[src/rtl/md_pkg.sv]
// Shared types and constants for the multiply/divide unit.
// Build option: MD_SINGLE_CYCLE_MULT_EN (single-cycle multiply).
package md_pkg;

  localparam int MD_WIDTH = 32;
  localparam int MD_CNT_W = $clog2(MD_WIDTH) + 1;

  localparam logic OP_MULT = 1'b0;
  localparam logic OP_DIV  = 1'b1;

  typedef enum logic [1:0] {
    IDLE,
    RUN,
    FIX,
    DONE
  } md_state_t;

endpackage

[src/rtl/md_div_step.sv]
// One restoring-division iteration on unsigned magnitudes.
// Used by mult_div_unit; no build options.
module md_div_step #(
  parameter int WIDTH = 32
) (
  input  logic [WIDTH-1:0] i_rem,
  input  logic [WIDTH-1:0] i_quo,
  input  logic [WIDTH-1:0] i_div,
  output logic [WIDTH-1:0] o_rem,
  output logic [WIDTH-1:0] o_quo
);

  logic [WIDTH:0] w_sh;
  logic           w_ok;

  assign w_sh = {i_rem, i_quo[WIDTH-1]};
  assign w_ok = (w_sh >= {1'b0, i_div});

  // remainder stays below the divisor, so W bits hold the difference
  assign o_rem = w_ok ? (w_sh[WIDTH-1:0] - i_div)
                      : w_sh[WIDTH-1:0];
  assign o_quo = {i_quo[WIDTH-2:0], w_ok};

endmodule

[src/rtl/mult_div_unit.sv]
// Multi-cycle signed multiply/divide with HI/LO results.
// Build option: MD_SINGLE_CYCLE_MULT_EN (single-cycle multiply).
module mult_div_unit
  import md_pkg::*;
#(
  parameter int WIDTH = MD_WIDTH
) (
  input  logic             clk,
  input  logic             reset,
  input  logic             multOp,
  input  logic             divOp,
  input  logic [WIDTH-1:0] A,
  input  logic [WIDTH-1:0] B,
  output logic [WIDTH-1:0] HI,
  output logic [WIDTH-1:0] LO,
  output logic             busy,
  output logic             done,
  output logic             divZero
);

  localparam int CW = $clog2(WIDTH) + 1;

  md_state_t          r_state;
  md_state_t          w_next;
  logic [2*WIDTH-1:0] r_acc;
  logic [WIDTH-1:0]   r_m;
  logic [CW-1:0]      r_cnt;
  logic               r_op;
  logic               r_sa;
  logic               r_sb;
  logic [WIDTH-1:0]   r_hi;
  logic [WIDTH-1:0]   r_lo;
  logic               r_dz;

  logic               w_start;
  logic               w_op;
  logic               w_div0;
  logic               w_fast;
  logic               w_last;
  logic [WIDTH-1:0]   w_abs_a;
  logic [WIDTH-1:0]   w_abs_b;
  logic [WIDTH:0]     w_mul_sum;
  logic [2*WIDTH-1:0] w_mul_n;
  logic [WIDTH-1:0]   w_rem_n;
  logic [WIDTH-1:0]   w_quo_n;
  logic [2*WIDTH-1:0] w_prod_fix;
  logic [WIDTH-1:0]   w_rem_fix;
  logic [WIDTH-1:0]   w_quo_fix;

  assign w_start = (r_state == IDLE) && (multOp || divOp);
  assign w_op    = divOp ? OP_DIV : OP_MULT;
  assign w_div0  = w_start && divOp && (B == '0);
  assign w_last  = (r_cnt == CW'(WIDTH - 1));

  assign w_abs_a = A[WIDTH-1] ? (~A + 1'b1) : A;
  assign w_abs_b = B[WIDTH-1] ? (~B + 1'b1) : B;

`ifdef MD_SINGLE_CYCLE_MULT_EN
  logic [2*WIDTH-1:0] w_prod_fast;
  assign w_prod_fast =
    $signed({{WIDTH{A[WIDTH-1]}}, A}) *
    $signed({{WIDTH{B[WIDTH-1]}}, B});
  assign w_fast = w_start && !divOp;
`else
  assign w_fast = 1'b0;
`endif

  // shift-add: low half holds the unused multiplier bits
  assign w_mul_sum = {1'b0, r_acc[2*WIDTH-1:WIDTH]}
                   + (r_acc[0] ? {1'b0, r_m} : '0);
  assign w_mul_n   = {w_mul_sum, r_acc[WIDTH-1:1]};

  md_div_step #(.WIDTH(WIDTH)) u_div_step (
    .i_rem (r_acc[2*WIDTH-1:WIDTH]),
    .i_quo (r_acc[WIDTH-1:0]),
    .i_div (r_m),
    .o_rem (w_rem_n),
    .o_quo (w_quo_n)
  );

  assign w_prod_fix = (r_sa ^ r_sb) ? (~r_acc + 1'b1) : r_acc;
  assign w_quo_fix  = (r_sa ^ r_sb) ? (~r_acc[WIDTH-1:0] + 1'b1)
                                    : r_acc[WIDTH-1:0];
  assign w_rem_fix  = r_sa ? (~r_acc[2*WIDTH-1:WIDTH] + 1'b1)
                           : r_acc[2*WIDTH-1:WIDTH];

  always_ff @(posedge clk) begin
    if (reset) r_state <= IDLE;
    else       r_state <= w_next;
  end

  always_comb begin
    w_next = r_state;
    busy   = 1'b0;
    done   = 1'b0;
    unique case (r_state)
      IDLE: begin
        if (w_div0 || w_fast) w_next = DONE;
        else if (w_start)     w_next = RUN;
      end
      RUN: begin
        busy = 1'b1;
        if (w_last) w_next = FIX;
      end
      FIX: begin
        busy   = 1'b1;
        w_next = DONE;
      end
      DONE: begin
        done   = 1'b1;
        w_next = IDLE;
      end
      default: w_next = IDLE;
    endcase
  end

  always_ff @(posedge clk) begin
    if (reset) begin
      r_acc <= '0;
      r_m   <= '0;
      r_cnt <= '0;
      r_op  <= OP_MULT;
      r_sa  <= 1'b0;
      r_sb  <= 1'b0;
      r_hi  <= '0;
      r_lo  <= '0;
      r_dz  <= 1'b0;
    end else begin
      unique case (r_state)
        IDLE: begin
          if (w_start) begin
            r_dz  <= w_div0;
            r_cnt <= '0;
            r_op  <= w_op;
            r_sa  <= A[WIDTH-1];
            r_sb  <= B[WIDTH-1];
            r_m   <= divOp ? w_abs_b : w_abs_a;
            r_acc <= {{WIDTH{1'b0}},
                      divOp ? w_abs_a : w_abs_b};
`ifdef MD_SINGLE_CYCLE_MULT_EN
            if (!divOp) {r_hi, r_lo} <= w_prod_fast;
`endif
          end
        end
        RUN: begin
          r_cnt <= r_cnt + CW'(1);
          r_acc <= (r_op == OP_DIV) ? {w_rem_n, w_quo_n}
                                    : w_mul_n;
        end
        FIX: begin
          if (r_op == OP_DIV) begin
            r_hi <= w_rem_fix;
            r_lo <= w_quo_fix;
          end else begin
            {r_hi, r_lo} <= w_prod_fix;
          end
        end
        default: ;
      endcase
    end
  end

  assign HI      = r_hi;
  assign LO      = r_lo;
  assign divZero = r_dz;

endmodule

[config.mk]
export PLATFORM = sky130hd
export DESIGN_NAME = mult_div_unit
export DESIGN_NICKNAME = d
export VERILOG_FILES = /design/src/rtl/md_pkg.sv /design/src/rtl/md_div_step.sv /design/src/rtl/mult_div_unit.sv
export SDC_FILE = /design/constraint.sdc
export NUM_CORES = 1
export LEC_CHECK = 0
export BUFFER_PORTS_ARGS = -buffer_cell sky130_fd_sc_hd__buf_2
export CAP_MARGIN = 20
export CELL_PAD_IN_SITES_DETAIL_PLACEMENT = 1
export CELL_PAD_IN_SITES_GLOBAL_PLACEMENT = 2
export CORE_UTILIZATION = 33
export CTS_BUF_LIST = sky130_fd_sc_hd__clkbuf_8
export CTS_CLUSTER_DIAMETER = 120
export DETAILED_ROUTE_END_ITERATION = 8
export GPL_TIMING_DRIVEN = 0
export PLACE_DENSITY_LB_ADDON = 0.1
export REMOVE_ABC_BUFFERS = 1
export SKIP_LAST_GASP = 1
export SLEW_MARGIN = 20
export SYNTH_ARGS = -nofsm -noshare
export SYNTH_HDL_FRONTEND = slang
export SYNTH_SLANG_ARGS = --single-unit
[constraint.sdc]
create_clock -name clk -period 3.3 [get_ports clk]
set_clock_uncertainty 0.1 [all_clocks]
set_input_delay 0.825 -clock clk [delete_from_list [all_inputs] [get_ports clk]]
set_output_delay 0.825 -clock clk [all_outputs]
set_load 0.005 [all_outputs]
Word-level counts from Yosys, hierarchy flattened

Cells that the tools add are included.

Bitwise operators: 6
Reductions and logical operators: 11
$lt $le $gt $ge: 1
$add $sub $neg: 8
Equal/unequal tests: 7
Multiplexer cells: 23

Operators with widths:

| cell                  | number |
|---|---|
| $mux 32               | 10 |
| $mux 64               | 3 |
| $add 32x1->32 const B | 4 |
| $not 32->32           | 4 |
| $pmux 64 s2           | 1 |
| $add 64x1->64 const B | 1 |
| $not 64->64           | 1 |
| $add 32x32->33        | 1 |
| $ge 33x32->1          | 1 |
| $logic_not 32->1      | 1 |
| $sub 32x32->32        | 1 |
| $pmux 6 s2            | 1 |
| $pmux 2 s4            | 1 |
| $add 6x1->6 const B   | 1 |
| $eq 6x5->1 const B    | 1 |
| $mux 2                | 3 |
| $mux 6                | 1 |
| $reduce_and 2->1      | 3 |
| $eq 2x2->1 const B    | 2 |
| $ne 2x2->1 const B    | 2 |
| $logic_and 1x1->1     | 3 |
| $mux 1                | 3 |
| $ne 3x3->1 const B    | 1 |
| $eq 2x1->1 const B    | 1 |
| 5 further kinds       | 5 |

Input bits: 68
Logic and storage cells: 66
Output and inout port bits: 67
Flip-flop bits (word level): 172

Depth between registers and ports, before layout

Word-level depth: 6
Mapped depth: 15
Depth with buffers taken out: 14

By module

From an unflattened synthesis, not the netlist that was laid out.

Cell total of the unflattened synthesis: 1926
Area total of the unflattened synthesis: 14680.3 um^2

Modules (own cells, without submodules):

| module        | area each (um^2) | cells each | sequential area each (um^2) | times used |
|---|---|---|---|---|
| mult_div_unit | 12109.1          | 1571       | 3443.3                      | 1 |
| md_div_step   | 2571.2           | 355        | 0.0                         | 1 |

Least setup slack after synthesis

OpenSTA, ideal clock, no wires.

Path type: reg2reg
Start point: register r_acc[0]
End point: register r_acc[61]
Period minus slack after synthesis: 3.346 ns
Setup time: 0.127 ns
Setup slack: -0.046 ns
Required time: 3.073 ns
Path buffers: 1
Stages on the path, launching flop included: 16
Data arrival time: 3.119 ns
Cell sequence: dfxtp_1 -> clkbuf_1 -> and2_1 -> ha_1 -> inv_1 -> fa_1 -> nor2b_1 -> o31ai_1 -> a21o_1 -> a211oi_1 -> nor3_1 -> or3_1 -> o21ai_0 -> xnor2_1 -> a222oi_1 -> nand2_1

Word-level cells in the longest chain between the ends: 4

Ends and longest elaborated chain:

| item                   | line                 | RTL |
|---|---|---|
| start, declared        | mult_div_unit.sv:25  | `logic [2*WIDTH-1:0] r_acc;` |
| start signal, assigned | mult_div_unit.sv:138 | `r_acc <= {{WIDTH{1'b0}},` |
| start signal, assigned | mult_div_unit.sv:147 | `r_acc <= (r_op == OP_DIV) ? {w_rem_n, w_quo_n}` |
| $mux 32                | mult_div_unit.sv:70  | `+ (r_acc[0] ? {1'b0, r_m} : '0);` |
| $add 32x32->33         | mult_div_unit.sv:70  |  |
| $mux 64                | mult_div_unit.sv:147 |  |
| $pmux 64 s2            | mult_div_unit.sv:129 | `unique case (r_state)` |

Every way passes these cells.
A chain may end at the register's enable or synchronous reset.

Worst setup path in the final report

Start point: register r_acc[0]
End point: register r_acc[62]

The elaborated chain is that of the path after synthesis.

==> key figures <==
Critical path
  – Startpoint types: register
  – Worst path arrival time: 3670 ps
  – Category of the most critical setup path: register to register
  – Setup slack of the most critical reg-to-reg path: roughly 9.2 ps
  – Highest fanout seen on the critical path: 16
  – CP most frequent cell: sky130_fd_sc_hd__o211ai_1
  – Cell Chain, Critical Path: clkinvlp_4 -> buf_12 -> nor2_1 -> ha_1 -> and4_1 -> o211ai_1 -> o211ai_1 -> o211ai_1 -> a21oi_2 -> o21ai_2 -> o311ai_1 -> mux2i_1 -> a32o_1
  – Required arrival time at the worst endpoint: 3680 ps
  – Element type at the critical path end: register
  – Worst path max stage delay: 390 ps
  – Slowest library cell on the worst path: sky130_fd_sc_hd__o311ai_1

Global routing
  – First-pass GRT wire length: between 80,000 and 90,000 um
  – Global router's overall resource usage: 24.2%
  – GRT overflow: 0
  – Largest net degree at the start of global routing: ~110
  – Via count of the first global-routing pass: 13,634
  – Initial antenna violation count: 0

Synth
  – Per-instance average area after synthesis: 7.55 um^2
  – Yosys warning total: 0
  – Mapped cell area: 0.0140 mm^2
  – Post-synth top flop: sky130_fd_sc_hd__dfxtp_1
  – Number of enable-type register cells in the synthesized netlist: 0
  – Post-Synthesis Cells: 1,850
  – Flops & latches, synth: 172
  – Sequential share of the synthesized area: 24.7%
  – Netlist cell types: 81
  – Proportion of register bits with asynchronous set or reset after synthesis: 0%

Cells and area
  – Number of nets in the layout: 2,114
  – Ant. Diodes: 0
  – Fraction of final layout cells with drive strength greater than 1: 23.3%
  – Most frequent cells in the layout: 234 x sky130_fd_sc_hd__nor2_1, 159 x sky130_fd_sc_hd__nand2_1, 139 x sky130_fd_sc_hd__dfxtp_1, 138 x sky130_fd_sc_hd__a21oi_1, 132 x sky130_fd_sc_hd__buf_2
  – Synth-to-Final Area Change: 21.4%
  – Leading cell type in the layout, fill and taps excluded: sky130_fd_sc_hd__nor2_1
  – Design area: 0.0169 mm^2

Clock tree
  – CTS clk-pin slew, worst paths: around 100 ps
  – Total number of clock tree sinks: 172
  – Number of hold-repair buffers added at the cts stage: 0
  – Clock buffer count from CTS: 17
  – Root cell of the clock tree: sky130_fd_sc_hd__clkbuf_8
  – CTS tree: done
  – Maximum count of clock buffers along a single path: 2
  – # H-tree levels: 4
  – Clock latency reported for the late side of the worst-skew pair: 590 ps

Drt
  – Routed vias/inst: 5.55
  – Antenna-violating nets left: 0
  – DRC errors left: 0
  – Number of optimization iterations in the first detailed-route pass: 6
  – Vias: around 14,000
  – DR iter-0 viols: 763
  – Average wire per cell in the routed design: 21.0 um
  – DRT Wirelength: approximately 53,000 um

Floorplan
  – Overall die height: ~210 um
  – Die Span X: 208 um
  – Die footprint: 0.0431 mm^2
  – Starting density of the core: approximately a third
  – Placement Rows: 74
  – Count of pins on the block boundary: 135
  – CORE AREA: 0.0413 mm^2

Status
  – Status: completed

Place
  – DP Area: about 0.015 mm^2
  – Final HPWL DP: 39,700 um
  – Final estimated routing congestion in global placement: roughly 0.84
  – Port buffer count: 134

Worst hold path
  – Class of the most critical hold timing path: register to register

STA
  – Min Tclk post-route: roughly 3300 ps
  – Worst slew margin relative to its limit: 27.0%
  – Smallest hold slack: around 350 ps
  – Slew at the pin closest to its max-slew limit: 1090 ps
  – Total Negative Setup Slacks: 0 ps
  – Setup-violating endpoint count in the final report: 0
  – Max Freq: 0.304 GHz
  – Final hold vios: 0
  – RSZ-0062 raised after global routing: yes
  – Slew Limit Fails: 0
  – Final period util: 99.7%

Pwr
  – Power density over the cells: 764 mW/mm^2
  – Leakage power: 6.79 nW
  – Peak VDD IR: 0.000333 V

Flow run
  – Max-cap check violation count: 0
-- layout make-up --
| type | count | area, um^2 |
|---|---|---|
| clock inverters | 13 | 138 |
| well taps | 532 | 666 |
| clock buffers | 18 | 248 |
| flip-flops and latches | 172 | 3520 |
| multi-input cells | 1502 | 10600 |
| fillers | 5011 | 24300 |
| repair buffers | 210 | 1520 |
| repair inverters | 1 | 7.51 |
| inverters | 67 | 260 |
-- worst max-delay path: cells and delay by family (launching register included) --
family | cells | cell delay [ps]
DFF | 1 | 380
buffers and inverters | 2 | 220
muxes | 1 | 130
AOI/OAI and AO/OA | 7 | 1670
and+or+nand+nor | 2 | 300
adders and majority gates | 1 | 370
-- synthesized netlist by cell type, types with 4 or more instances --
master	number	area [um^2]
sky130_fd_sc_hd__a221oi_1	4	35.0
sky130_fd_sc_hd__o41ai_2	5	81.3
sky130_fd_sc_hd__nor2_1	247	927
sky130_fd_sc_hd__o22ai_1	6	37.5
sky130_fd_sc_hd__ha_1	73	913
sky130_fd_sc_hd__nor2b_1	17	106
sky130_fd_sc_hd__o221ai_1	5	43.8
sky130_fd_sc_hd__buf_1	10	37.5
sky130_fd_sc_hd__nand3b_1	5	37.5
sky130_fd_sc_hd__a21boi_0	4	30.0
sky130_fd_sc_hd__a211o_1	5	43.8
sky130_fd_sc_hd__or2_2	7	43.8
sky130_fd_sc_hd__xor2_1	86	753
sky130_fd_sc_hd__o21ai_0	107	536
sky130_fd_sc_hd__a311oi_1	8	70.1
sky130_fd_sc_hd__mux2i_1	30	300
sky130_fd_sc_hd__a21oi_1	148	741
sky130_fd_sc_hd__buf_2	7	35.0
sky130_fd_sc_hd__o31ai_1	27	203
sky130_fd_sc_hd__and2_1	13	81.3
sky130_fd_sc_hd__o21a_1	13	97.6
sky130_fd_sc_hd__nor4_1	11	68.8
sky130_fd_sc_hd__a22oi_1	20	150
sky130_fd_sc_hd__a31oi_1	11	68.8
sky130_fd_sc_hd__nand2b_1	22	138
sky130_fd_sc_hd__clkbuf_1	90	338
sky130_fd_sc_hd__a21o_1	33	248
sky130_fd_sc_hd__o31a_1	5	43.8
sky130_fd_sc_hd__o21ai_1	6	30.0
sky130_fd_sc_hd__a211oi_1	103	773
sky130_fd_sc_hd__or4_1	11	82.6
sky130_fd_sc_hd__o211ai_1	23	173
sky130_fd_sc_hd__or3_1	16	100
sky130_fd_sc_hd__xnor2_1	86	753
sky130_fd_sc_hd__nand3_1	21	105
sky130_fd_sc_hd__nand4_1	10	62.6
sky130_fd_sc_hd__nand2_1	164	616
sky130_fd_sc_hd__and3_1	8	50.1
sky130_fd_sc_hd__mux2_2	30	338
sky130_fd_sc_hd__or3_4	4	45.0
sky130_fd_sc_hd__dfxtp_1	172	3440
sky130_fd_sc_hd__o41ai_1	6	52.6
sky130_fd_sc_hd__nor3_1	41	205
sky130_fd_sc_hd__inv_1	67	251
-- routing by layer --
| metal | vias to the layer above | share of wire [%] | GRT usage (%) | wire, um |
|---|---|---|---|---|
| li1 | 6913 | - | - | - |
| met4 | 0 | 2.4 | 7.02 | 1260 |
| met2 | 251 | 45 | 38.2 | 23800 |
| met3 | 53 | 3.2 | 3.75 | 1680 |
| met5 | - | 0 | 0 | 0 |
| met1 | 6729 | 49 | 33.7 | 26000 |
-- kinds of logic (layout without fill, tap and decap cells) --
group / Yosys count / after routing / share of synthesized area [%]
fa+ha+maj: 75 / 75 / 6.83
xor+xnor: 172 / 172 / 10.8
simple gates: 621 / 621 / 21.1
mux: 60 / 60 / 4.57
buf+inv: 176 / 309 / 4.85
flops: 172 / 172 / 24.7
compound gates: 574 / 574 / 27.2
-- final timing paths --
kind         startpoint         to  cells past startpoint
max            r_acc[0]  r_acc[62]                     13
min              HI[25]     HI[25]                      2
min reg2reg      HI[25]     HI[25]                      2
max reg2reg    r_acc[0]  r_acc[62]                     13
-- metrics by stage --
| stage | total power, mW | util [%] | worst slack, ps | cells |
|---|---|---|---|---|
| 2_1_floorplan | 7.75 | - | -1420 | 1741 |
| 3_3_place_gp | 9.98 | 36.0 | -4980 | 2407 |
| 3_5_place_dp | 10.4 | 37.0 | -1350 | 2423 |
| 4_1_cts | 12.4 | 38.9 | -164 | 2470 |
| 5_1_grt | 13.9 | 41.0 | -148 | 2515 |
| 6_report | 13.0 | 41.0 | 9.22 | 2515 |
-- power breakdown --
| group | switching (mW) | internal (mW) | total (mW) |
|---|---|---|---|
| combinational | 4.68 | 3.44 | 8.12 |
| sequential | 0.601 | 2.65 | 3.25 |
| clock | 0.960 | 0.631 | 1.59 |
| total | 6.24 | 6.71 | 13.0 |
-- timing repair --
action	in CTS	in global routing
gates cloned	2	2
pin swaps	9	53
setup buffers	14	43
gates resized for setup	76	129
endpoints found under the setup margin	57	40
-- registers in the layout, summed over array words and instances (netlist names) --
register  cells
r_m          32
r_sb          1
divZero       1
r_op          1
LO           32
HI           32
r_acc        64
r_cnt         6
r_sa          1
r_state       2
No activity file was read; power rests on OpenSTA's default activity.
